### config.mk
export PLATFORM = sky130hd
export DESIGN_NAME = uart_rx_os
export DESIGN_NICKNAME = d
export VERILOG_FILES = /design/src/rtl/uart_pkg.sv /design/src/rtl/uart_rx_sync.sv /design/src/rtl/uart_rx_os.sv
export SDC_FILE = /design/constraint.sdc
export NUM_CORES = 1
export LEC_CHECK = 0
export CAP_MARGIN = 10
export CORE_UTILIZATION = 48
export DETAILED_ROUTE_END_ITERATION = 8
export HOLD_SLACK_MARGIN = 0.15
export MAX_ROUTING_LAYER = met4
export PLACE_DENSITY = 0.75
export SYNTH_ARGS = -nofsm -noshare
export SYNTH_HDL_FRONTEND = slang
export SYNTH_SLANG_ARGS = --single-unit
### constraint.sdc
create_clock -name clk -period 2.6 [get_ports clk]
set_input_delay 0.52 -clock clk [delete_from_list [all_inputs] [get_ports clk]]
set_output_delay 0.52 -clock clk [all_outputs]
set_load 0.005 [all_outputs]
### src/rtl/uart_pkg.sv
// Shared types and defaults for the oversampling UART receiver.
// Receiver state encoding is fixed at 3 bits so both parity builds share it.
package uart_pkg;

  localparam int UART_DATA_BITS_DEF  = 8;
  localparam int UART_OVERSAMPLE_DEF = 16;

  typedef enum logic [2:0] {
    IDLE      = 3'd0,
    START     = 3'd1,
    DATA      = 3'd2,
    PARITY    = 3'd3,
    STOP      = 3'd4,
    WAIT_HIGH = 3'd5
  } rx_state_e;

endpackage

### src/rtl/uart_rx_sync.sv
// Two-flop synchronizer for the asynchronous rx line, reset to idle-high,
// with a registered falling-edge strobe aligned to the synchronized level.
module uart_rx_sync (
  input  logic clk,
  input  logic reset_n,
  input  logic rx,
  output logic rx_s,
  output logic fall
);

  logic meta;

  // fall rises on the same edge that rx_s drops to 0
  always_ff @(posedge clk) begin
    if (!reset_n) begin
      meta <= 1'b1;
      rx_s <= 1'b1;
      fall <= 1'b0;
    end else begin
      meta <= rx;
      rx_s <= meta;
      fall <= rx_s & ~meta;
    end
  end

endmodule

### src/rtl/uart_rx_os.sv
// Oversampling UART receiver: mid-bit sampling, configurable data/stop width,
// glitch-start rejection, framing/break reporting. Optional parity: UART_RX_PARITY_EN.
module uart_rx_os
  import uart_pkg::*;
#(
  parameter int DATA_BITS  = UART_DATA_BITS_DEF,
  parameter int OVERSAMPLE = UART_OVERSAMPLE_DEF,
  parameter int STOP_BITS  = 1,
  parameter int PARITY_ODD = 0
) (
  input  logic                 clk,
  input  logic                 reset_n,
  input  logic                 rx,
  input  logic                 tick,
  output logic [DATA_BITS-1:0] data_out,
  output logic                 rx_valid,
  output logic                 frame_err,
  output logic                 parity_err,
  output logic                 break_det
);

  localparam int TW = $clog2(OVERSAMPLE);
  localparam int BW = $clog2(DATA_BITS + 1);

  localparam logic [TW-1:0] TICK_ZERO = TW'(0);
  localparam logic [TW-1:0] TICK_ONE  = TW'(1);
  localparam logic [TW-1:0] TICK_LAST = TW'(OVERSAMPLE - 1);
  localparam logic [TW-1:0] HALF_LAST = TW'(OVERSAMPLE / 2 - 1);
  localparam logic [BW-1:0] BIT_ZERO  = BW'(0);
  localparam logic [BW-1:0] BIT_ONE   = BW'(1);
  localparam logic [BW-1:0] BIT_LAST  = BW'(DATA_BITS - 1);
  localparam logic [BW-1:0] STOP_LAST = BW'(STOP_BITS - 1);
  localparam logic          PAR_SENSE = 1'(PARITY_ODD);

  rx_state_e            state;
  logic [TW-1:0]        tick_cnt;
  logic [BW-1:0]        bit_cnt;
  logic [DATA_BITS-1:0] shift;
  logic                 seen_one;
  logic                 stop_low;
  logic                 rx_s;
  logic                 fall;

  uart_rx_sync u_sync (
    .clk     (clk),
    .reset_n (reset_n),
    .rx      (rx),
    .rx_s    (rx_s),
    .fall    (fall)
  );

`ifdef UART_RX_PARITY_EN
  logic par_bad;
`else
  logic unused_par;
  assign unused_par = PAR_SENSE;
`endif

  // Receiver FSM; seen_one tracks any 1 on the line so break = all-zero frame
  always_ff @(posedge clk) begin
    if (!reset_n) begin
      state      <= IDLE;
      tick_cnt   <= TICK_ZERO;
      bit_cnt    <= BIT_ZERO;
      shift      <= '0;
      seen_one   <= 1'b0;
      stop_low   <= 1'b0;
      data_out   <= '0;
      rx_valid   <= 1'b0;
      frame_err  <= 1'b0;
      parity_err <= 1'b0;
      break_det  <= 1'b0;
`ifdef UART_RX_PARITY_EN
      par_bad    <= 1'b0;
`endif
    end else begin
      rx_valid   <= 1'b0;
      frame_err  <= 1'b0;
      parity_err <= 1'b0;
      break_det  <= 1'b0;
      case (state)
        IDLE: begin
          if (fall) begin
            tick_cnt <= TICK_ZERO;
            state    <= START;
          end
        end
        START: begin
          if (tick) begin
            if (tick_cnt == HALF_LAST) begin
              tick_cnt <= TICK_ZERO;
              if (rx_s) begin
                state <= IDLE;
              end else begin
                bit_cnt  <= BIT_ZERO;
                seen_one <= 1'b0;
                stop_low <= 1'b0;
`ifdef UART_RX_PARITY_EN
                par_bad  <= 1'b0;
`endif
                state    <= DATA;
              end
            end else begin
              tick_cnt <= tick_cnt + TICK_ONE;
            end
          end
        end
        DATA: begin
          if (tick) begin
            if (tick_cnt == TICK_LAST) begin
              tick_cnt <= TICK_ZERO;
              shift    <= {rx_s, shift[DATA_BITS-1:1]};
              seen_one <= seen_one | rx_s;
              if (bit_cnt == BIT_LAST) begin
                bit_cnt <= BIT_ZERO;
`ifdef UART_RX_PARITY_EN
                state   <= PARITY;
`else
                state   <= STOP;
`endif
              end else begin
                bit_cnt <= bit_cnt + BIT_ONE;
              end
            end else begin
              tick_cnt <= tick_cnt + TICK_ONE;
            end
          end
        end
`ifdef UART_RX_PARITY_EN
        PARITY: begin
          if (tick) begin
            if (tick_cnt == TICK_LAST) begin
              tick_cnt <= TICK_ZERO;
              par_bad  <= rx_s ^ (^shift) ^ PAR_SENSE;
              seen_one <= seen_one | rx_s;
              state    <= STOP;
            end else begin
              tick_cnt <= tick_cnt + TICK_ONE;
            end
          end
        end
`endif
        STOP: begin
          if (tick) begin
            if (tick_cnt == TICK_LAST) begin
              tick_cnt <= TICK_ZERO;
              if (bit_cnt == STOP_LAST) begin
                bit_cnt <= BIT_ZERO;
                if (!(seen_one | rx_s)) begin
                  break_det <= 1'b1;
                  state     <= WAIT_HIGH;
                end else begin
                  rx_valid  <= 1'b1;
                  data_out  <= shift;
                  frame_err <= stop_low | ~rx_s;
`ifdef UART_RX_PARITY_EN
                  parity_err <= par_bad;
`endif
                  state     <= (stop_low | ~rx_s) ? WAIT_HIGH : IDLE;
                end
              end else begin
                bit_cnt  <= bit_cnt + BIT_ONE;
                stop_low <= stop_low | ~rx_s;
                seen_one <= seen_one | rx_s;
              end
            end else begin
              tick_cnt <= tick_cnt + TICK_ONE;
            end
          end
        end
        WAIT_HIGH: begin
          if (rx_s) begin
            state <= IDLE;
          end
        end
        default: begin
          state    <= IDLE;
          tick_cnt <= TICK_ZERO;
          bit_cnt  <= BIT_ZERO;
        end
      endcase
    end
  end

endmodule

* Word level (Yosys, flattened, before mapping)
Cells that the tools add are included.
** Storage, ports and cells
- Register bits :: 35
- Bits of input ports :: 4
- Output and inout port bits :: 12
- Logic and storage cells :: 102
** Cells by class
- Add/subtract/negate cells :: 2
- Eq/ne operators :: 20
- Muxes and demuxes :: 45
- Bitwise gates (word level) :: 7
- Reduce and logical (&&, ||, !) cells :: 15
** Operators with widths (number)
- $mux W4 :: 14
- $mux W3 :: 12
- $pmux W4 S4 :: 2
- $ne A2 B2 Y1 const B :: 10
- $pmux W3 S5 :: 1
- $mux W1 :: 13
- $reduce_and A10 Y1 :: 1
- $reduce_and A5 Y1 :: 2
- $reduce_and A9 Y1 :: 1
- $add A4 B1 Y4 const B :: 2
- $eq A4 B3 Y1 const B :: 2
- $reduce_and A8 Y1 :: 1
- $reduce_and A7 Y1 :: 1
- $eq A3 B3 Y1 const B :: 2
- $ne A2 B1 Y1 const B :: 3
- $reduce_and A6 Y1 :: 1
- $eq A4 B4 Y1 const B :: 1
- $logic_not A4 Y1 :: 1
- $not A1 Y1 :: 4
- $reduce_and A4 Y1 :: 1
- $reduce_or A2 Y1 :: 2
- $eq A3 B1 Y1 const B :: 1
- $eq A3 B2 Y1 const B :: 1
- $logic_not A3 Y1 :: 1
- other kinds (8) :: 9

* Depth between registers and ports, before layout
Gate-level depths: netlist of run 1.
- Depth after elaboration :: 8
- Mapped depth :: 7
- Mapped depth without buffers :: 7

* Cells and area by module
A second synthesis of run 1 with hierarchy kept.
** Second synthesis, totals
- Cells, all modules :: 203
- Area total of the unflattened synthesis :: 1696.6 um^2
** Modules (own cells, without submodules)
- uart_rx_os :: instances 1, cells each 197, area each 1615.3 um^2
- uart_rx_sync :: instances 1, cells each 6, area each 81.3 um^2

* Worst setup path before layout of run 1
OpenSTA, ideal clock, no wires.
- Path type :: flip-flop to flip-flop
- From :: register bit_cnt[0]
- To :: register state[0]
- Library setup time :: 0.121 ns
- Data arrival time :: 1.702 ns
- Slack :: 0.777 ns
- Stages on the path, launching flop included :: 8
- Path buffers :: 0
- Cells stage by stage :: dfxtp_1 -> inv_1 -> ha_1 -> nor3b_1 -> o22ai_1 -> o21bai_1 -> nor3_2 -> mux2_2
** On the way
- Cells in the longest elaborated chain, start to end :: 3
- Elaborated cells between the ends (all ways) :: 5
- Those cells by class :: eq/ne (3); reduce/logical (2)
** Ends and longest elaborated chain
- start, declared :: RTL line uart_rx_os.sv:37 : logic [BW-1:0] bit_cnt;
- start signal, assigned :: RTL line uart_rx_os.sv:122 : bit_cnt <= bit_cnt + BIT_ONE;
- start signal, assigned :: RTL line uart_rx_os.sv:162 : bit_cnt <= bit_cnt + BIT_ONE;
- $eq A4 B3 Y1 or $logic_not A4 Y1 (tied branches) :: RTL line uart_rx_os.sv:114, uart_rx_os.sv:147
- $ne A2 B2 Y1 (no line)
- $reduce_and A10 Y1 (no line) *
- end signal, assigned :: RTL line uart_rx_os.sv:159 : state <= (stop_low | ~rx_s) ? WAIT_HIGH : IDLE;
- end, declared :: RTL line uart_rx_os.sv:35 : rx_state_e state;
Every way passes the cells marked *; elsewhere a longest branch is shown, timed or not.
A chain may end at the register's enable or synchronous reset.

* Worst setup path after layout of run 1
Ends and elaborated chain as after synthesis.

==> qor.csv, run 1 <==
stage,metric,value,unit
status,run_status,"finished, final reports clean",
final_layout,n_antenna_cell,0,
worst_setup_path,critPathArrivalTime,2.31,ns
clocking,hold_buffers,0,
final_layout,final_layout_size_suffix_gt1_share,10.4,%
timing,finalCriticalPeriod,2.07,ns
clocking,cts_sinks,35,
timing,worst_pin_slew,0.534,ns
place,routabilityCongestion,0.802,
clocking,cts_buffer_depth,2,
worst_setup_path,worstSetupPathType,reg -> reg,
global_routing,antenna_found_initial,0,
synthesis,mappedNetlistArea,1700,µm²
power,p_leak,0.703,nW
worst_setup_path,end_kind,register,
place,dp_hpwl,2.31,mm
floorplanning,die_x,61.5,µm
global_routing,grt.total_usage,20.5,%
power,p_clk_share,33.3,%
synthesis,synth_edf_count,0,
detailed_routing,first_pass_iters,4,
timing,clock_skew,0.00558,ns
timing,max_freq,483,MHz
final_layout,final_cells,258,
detailed_routing,detail_route.wirelength,3.30,mm
clocking,htreeDepth,2,
synthesis,synth_area_leaders,"dfxtp_1, mux2i_1, nor2_1",
final_layout,multi_input_area,907,µm²
global_routing,grt_overflow,0,
final_layout,final_util,58.1,%
timing,fin_ws,0.531,ns
detailed_routing,ant_nets,0,
final_layout,syn_to_final_growth,15.1,%
worst_setup_path,worstPathMaxFanout,4,
power,cellPowerDensity,598,nW/µm²
worst_setup_path,critPathSlowestCell,nor3b_1,
power,seqPwrFrac,49.4,%
synthesis,syn_nets,203,
synthesis,synth.most_common_cell,dfxtp_1,
synthesis,syn_inst,196,
worst_setup_path,critPathTopFamily,simple AND/OR/NAND/NOR gates,
synthesis,synth_ff_type,dfxtp_1,
power,p_sw_share,28.6,%
final_layout,post-route-cell-area,1950,µm²
synthesis,synthArstFlopShare,0,%
min_path,holdPathStages,1,
power,p_int,834,µW
timing,grt_setup_unrepaired,false,
timing,finalHoldViolCount,0,
worst_setup_path,cp_cell_sequence,inv_1 > ha_1 > nor3b_1 > o22ai_1 > o21bai_1 > nor3_2 > mux2_2,
clocking,cts_buffers,5,
power,vdd_drop_max,0.000284,V
detailed_routing,wire_per_inst,12.8,µm
floorplanning,core_area,3360,µm²
synthesis,synth-seq-area-share,41.3,%
timing,timing.final.crit_share,79.6,%
worst_setup_path,slowest_delay,0.38,ns
min_path,worstHoldPathType,reg -> reg,
synthesis,synth.avg_cell_area,8.66,µm²
synthesis,synth_common_cells,"dfxtp_1, nor2_1, nand2_1, o21ai_0, a21oi_1",
detailed_routing,drtIter0Drc,57,
clocking,cts_tree,yes,
clocking,clk_pin_slew,0.11,ns
power,combPwrFrac,17.3,%
worst_setup_path,cp.required,2.84,ns
worst_setup_path,reg2reg_depth,7,
clocking,cts_setup_buffers,0,
timing,slew_violations,0,
synthesis,synth_top_area_share,41.3,%
place,place_ws,0.246,ns
worst_setup_path,crit_path_start_kind,register,
synthesis,synth.largest_area_cell,dfxtp_1,
global_routing,grt_max_degree,29,
power,power.net_switching,334,µW
flow_run,max_cap_viol_count,0,
final_layout,n_fill_cell,338,
timing,fin_setup_tns,0,ns
detailed_routing,via_count,1391,
floorplanning,die_h,61.5,µm
floorplanning,rows,21,
synthesis,yosysUniqueCellTypes,48,
clocking,post_cts_resized,0,
place,numPortBuffers,14,
floorplanning,ios,16,
place,place_inst,250,
detailed_routing,avgViaCountPerCell,5.39,
detailed_routing,route.detailed.drc,0,
clocking,root_buffer,clkbuf_4,
timing,report.final.setup_viol,0,
final_layout,nets,218,
final_layout,ff_latch_area,701,µm²
place,post_dp_cell_area,1870,µm²
global_routing,grt_pass1_wl,5.47,mm
worst_setup_path,cp.buffers_inverters,1,
synthesis,ys_seq_elements,35,
synthesis,ys_warn_count,0,
worst_setup_path,timing.critical_path.depth,7,
clocking,clock_latency,0.34,ns
floorplanning,start_util,50.5,%
global_routing,grt_pass1_vias,1191,
timing,max_slew_margin,64.3,%
floorplanning,die-area,3780,µm²
-- power by group through the flow --
stage / clock (mW) / combinational [mW] / sequential, mW
after global routing: 0.429 / 0.227 / 0.582
after global placement: 0 / 0.198 / 0.590
after floorplan: 0 / 0.177 / 0.564
after detailed placement: 0 / 0.200 / 0.590
after CTS: 0.402 / 0.201 / 0.577
final: 0.389 / 0.202 / 0.577
-- final cells by class --
class / count / share of cell area, %
repair buffers: 19 / 9.09
clock inverters: 3 / 2.24
flip-flops and latches: 35 / 35.9
inverters: 8 / 1.54
clock buffers: 5 / 1.92
multi-input cells: 142 / 46.4
well taps: 46 / 2.94
-- worst paths after layout --
check                                        startpoint                     end  slack, ns
worst max-delay path            bit_cnt[0]$_SDFFE_PN0P_   state[0]$_SDFFE_PN0P_       0.53
worst min-delay path             u_sync.meta$_SDFF_PN1_  u_sync.rx_s$_SDFF_PN1_       0.45
worst max register to register  bit_cnt[0]$_SDFFE_PN0P_   state[0]$_SDFFE_PN0P_       0.53
worst min register to register   u_sync.meta$_SDFF_PN1_  u_sync.rx_s$_SDFF_PN1_       0.45
-- logic make-up (layout without fill, tap and decap cells) --
kind of cell / after synthesis / after routing / share of synthesized area [%]
fa+ha+maj: 3 / 3 / 2.21
mux: 13 / 13 / 7.81
simple gates: 80 / 80 / 25.4
buf+inv: 19 / 35 / 5.31
flops: 35 / 35 / 41.3
compound gates: 43 / 43 / 16.8
xor+xnor: 2 / 2 / 1.03
other cells: 1 / 1 / 0.221
-- flip-flops by register name, summed over array words and instances, names as in the netlist --
register,flops
data_out,8
shift,8
bit_cnt,4
tick_cnt,4
state,3
break_det,1
frame_err,1
rx_valid,1
seen_one,1
stop_low,1
u_sync.fall,1
u_sync.meta,1
u_sync.rx_s,1
-- layer usage --
layer | track usage (%) | part of all wire, % | vias to the layer above
met5 | - | 0 | -
met4 | 6.67 | 0 | 0
met3 | 6.30 | 6.0 | 0
met2 | 30.4 | 45 | 39
met1 | 26.4 | 49 | 642
li1 | - | - | 710
-- stage by stage --
step / power (mW) / hold WS (ns)
global route: 1.24 / 0.499
global placement: 0.788 / 0.420
floorplan: 0.741 / 0.410
detailed placement: 0.791 / 0.423
CTS: 1.18 / 0.450
finish: 1.17 / 0.448
-- cells in the final DEF (no fill, tap or decap), types with 4 or more instances in the layout --
cell / netlist / layout
nor3_1: 4 / 4
o21ai_0: 14 / 14
clkdlybuf4s50_1: 0 / 14
buf_4: 3 / 5
nand3_1: 9 / 9
clkbuf_4: 0 / 5
mux2i_1: 11 / 11
nand2b_1: 5 / 5
nand2_1: 19 / 19
nor2_1: 20 / 20
inv_1: 7 / 7
dfxtp_1: 35 / 35
a21oi_1: 12 / 12
(Power assumes the default switching activity.)
==> run 2: changes to the inputs <==
--- a/config.mk
+++ b/config.mk
@@ -10,7 +10,7 @@
 export DETAILED_ROUTE_END_ITERATION = 8
 export HOLD_SLACK_MARGIN = 0.15
 export MAX_ROUTING_LAYER = met4
-export PLACE_DENSITY = 0.75
+export PLACE_DENSITY = 0.77
 export SYNTH_ARGS = -nofsm -noshare
 export SYNTH_HDL_FRONTEND = slang
 export SYNTH_SLANG_ARGS = --single-unit
==> constraint.sdc (replaced) <==
create_clock -name clk -period 1.7 [get_ports clk]
set_input_delay 0.34 -clock clk [delete_from_list [all_inputs] [get_ports clk]]
set_output_delay 0.34 -clock clk [all_outputs]
set_load 0.005 [all_outputs]
==> run 2 against run 1 <==
  * The flow now finishes with violations (setup timing)
  * Die area unchanged
  * Sequential share of layout area decreased by 6.5 points
  * Flip-flop and latch count unchanged
  * Register-to-register slack got worse by 0.53 ns
  * Combinational power increased to 3.0 times the previous value
  * Clock power increased by 16%
  * Critical path type unchanged
  * Highest routed layer is now met4
==> qor.csv, run 2 (synthesis results as in run 1) <==
stage,metric,value,unit,change
clocking,clock_latency,0.34,ns,about the same
worst_setup_path,worstPathMaxFanout,7,,+3
final_layout,final_cells,296,,+15%
timing,finalHoldViolCount,0,,unchanged
floorplanning,rows,21,,unchanged
floorplanning,ios,16,,unchanged
power,p_clk_share,23.3,%,-10 points
power,p_leak,0.923,nW,+31%
final_layout,final_common_cell,buf_4,,
final_layout,n_fill_cell,248,,-27%
flow_run,max_cap_viol_count,0,,unchanged
worst_setup_path,critical_path.most_common_cell,buf_6,,
min_path,holdPathStages,1,,unchanged
final_layout,final_cell_mix,"buf_4, dfxtp_1, nor2_1",,
global_routing,grt_pass1_wl,6.49,mm,+19%
worst_setup_path,worstSetupPathType,reg -> reg,,
floorplanning,die_x,61.5,µm,unchanged
final_layout,n_antenna_cell,0,,unchanged
global_routing,grt_pass1_vias,1399,,+17%
place,numPortBuffers,14,,unchanged
clocking,cts_buffers,5,,unchanged
final_layout,nets,256,,+17%
detailed_routing,drtIter0Drc,79,,+39%
worst_setup_path,reg2reg_slack,-0.002,ns,-0.53 ns
detailed_routing,via_count,1650,,+19%
floorplanning,die_h,61.5,µm,unchanged
worst_setup_path,cp.required,1.93,ns,-0.91 ns
detailed_routing,route.detailed.drc,0,,unchanged
power,p_int,1.32,mW,+58%
detailed_routing,detail_route.wirelength,4.46,mm,+35%
timing,grt_setup_unrepaired,true,,
worst_setup_path,slowest_delay,0.38,ns,about the same
final_layout,ff_latch_area,711,µm²,+1.4%
place,place_inst,279,,+12%
power,seqPwrFrac,44.9,%,-4.5 points
min_path,worstHoldPathType,reg -> reg,,
detailed_routing,wire_per_inst,15.1,µm,+18%
timing,report.final.setup_viol,1,,+1
detailed_routing,first_pass_iters,4,,unchanged
final_layout,syn_to_final_growth,42.5,%,
detailed_routing,ant_nets,0,,unchanged
worst_setup_path,cp_cell_sequence,buf_6 > xor2_4 > mux2_4 > a32oi_4 > buf_6 > a21o_1 > o41ai_2,,
clocking,cts_buffer_depth,2,,unchanged
global_routing,grt_overflow,0,,unchanged
power,power.net_switching,610,µW,+83%
floorplanning,die-area,3780,µm²,unchanged
final_layout,post-route-cell-area,2420,µm²,+24%
worst_setup_path,critPathArrivalTime,1.94,ns,-0.37 ns
global_routing,antenna_found_initial,0,,unchanged
power,vdd_drop_max,0.000637,V,+120%
clocking,cts_sinks,35,,unchanged
final_layout,reg.largest.list,"data_out: 8 flops, shift: 8 flops",,
timing,max_freq,588,MHz,+22%
power,combPwrFrac,31.8,%,+14 points
clocking,root_buffer,clkbuf_4,,
worst_setup_path,critPathSlowestCell,dfxtp_4,,
timing,fin_ws,-0.00157,ns,-0.533 ns
floorplanning,core_area,3360,µm²,unchanged
power,cellPowerDensity,797,nW/µm²,+33%
worst_setup_path,end_kind,register,,
status,violations,setup timing,,
worst_setup_path,reg2reg_depth,7,,unchanged
clocking,hold_buffers,0,,unchanged
floorplanning,start_util,50.5,%,unchanged
final_layout,multi_input_area,1070,µm²,+18%
clocking,htreeDepth,2,,unchanged
clocking,cts_tree,yes,,
worst_setup_path,crit_path_start_kind,register,,
final_layout,final_layout_size_suffix_gt1_share,34.8,%,+24 points
place,routabilityCongestion,0.929,,+16%
status,run_status,finished with violations,,
place,post_dp_cell_area,2110,µm²,+13%
timing,clock_skew,0.00396,ns,-0.00162 ns
clocking,clk_pin_slew,0.11,ns,about the same
global_routing,grt_max_degree,17,,-41%
timing,timing.final.crit_share,100,%,+21 points
global_routing,grt.total_usage,25.2,%,+4.7 points
place,dp_hpwl,2.93,mm,+27%
timing,finalCriticalPeriod,1.70,ns,-0.367 ns
timing,slew_violations,0,,unchanged
detailed_routing,avgViaCountPerCell,5.57,,+3.4%
power,p_sw_share,31.6,%,+3.1 points
run 2: path summary, 6_finish.rpt:
| path | from | to |
|---|---|---|
| setup / recovery | state[1]$_SDFFE_PN0P_ | bit_cnt[3]$_SDFFE_PN0P_ |
| setup reg to reg | state[1]$_SDFFE_PN0P_ | bit_cnt[3]$_SDFFE_PN0P_ |
| hold / removal | u_sync.meta$_SDFF_PN1_ | u_sync.rx_s$_SDFF_PN1_ |
| hold reg to reg | u_sync.meta$_SDFF_PN1_ | u_sync.rx_s$_SDFF_PN1_ |
run 2: cell type report:
type / count / share of cell area (%)
clock buffers: 6 / 1.71
clock inverters: 2 / 0.517
inverters: 8 / 1.24
multi-input cells: 142 / 44.2
flip-flops and latches: 35 / 29.4
well taps: 46 / 2.38
repair buffers: 57 / 20.6
run 2: through the flow:
stage	hold WS (ns)	total power [mW]	TNS (ns)	setup WS (ns)	util, %
after detailed placement	0.445	1.35	-4.64	-0.259	62.8
after global placement	0.445	1.34	-3.75	-0.209	62.8
after global routing	0.486	2.01	-0.775	-0.0795	71.9
final	0.469	1.93	-0.00157	-0.00157	71.9
after floorplan	0.410	1.14	0	0.0194	-
after CTS	0.471	1.79	0	0.00217	65.5
run 2: timing repair:
action | 4_1_cts | 5_1_grt
pin swaps | 3 | 15
resized for setup | 8 | 40
setup buffers | 1 | 8
setup endpoints to repair | 7 | 31
run 2: metal layers:
layer	wire length [µm]	GRT usage (%)	vias up
met3	238	6.93	10
met4	68	7.62	0
met2	2200	40.1	61
li1	-	-	788
met1	1960	31.0	791
met5	0	-	-
run 2: power groups by stage:
stage               clock network, mW  registers, mW  logic (mW)
floorplan                           0          0.863       0.281
finish                          0.450          0.866       0.613
detailed placement                  0          0.880       0.469
global placement                    0          0.879       0.461
CTS                             0.454          0.864       0.475
global route                    0.490          0.868       0.652
run 2: worst max-delay path: cells and delay by family (launching register included):
family | cells | cell delay, ns
buffers and inverters | 2 | 0.27
muxes | 1 | 0.28
DFF | 1 | 0.38
AOI/OAI and AO/OA | 3 | 0.47
xor gates and xnor gates | 1 | 0.18
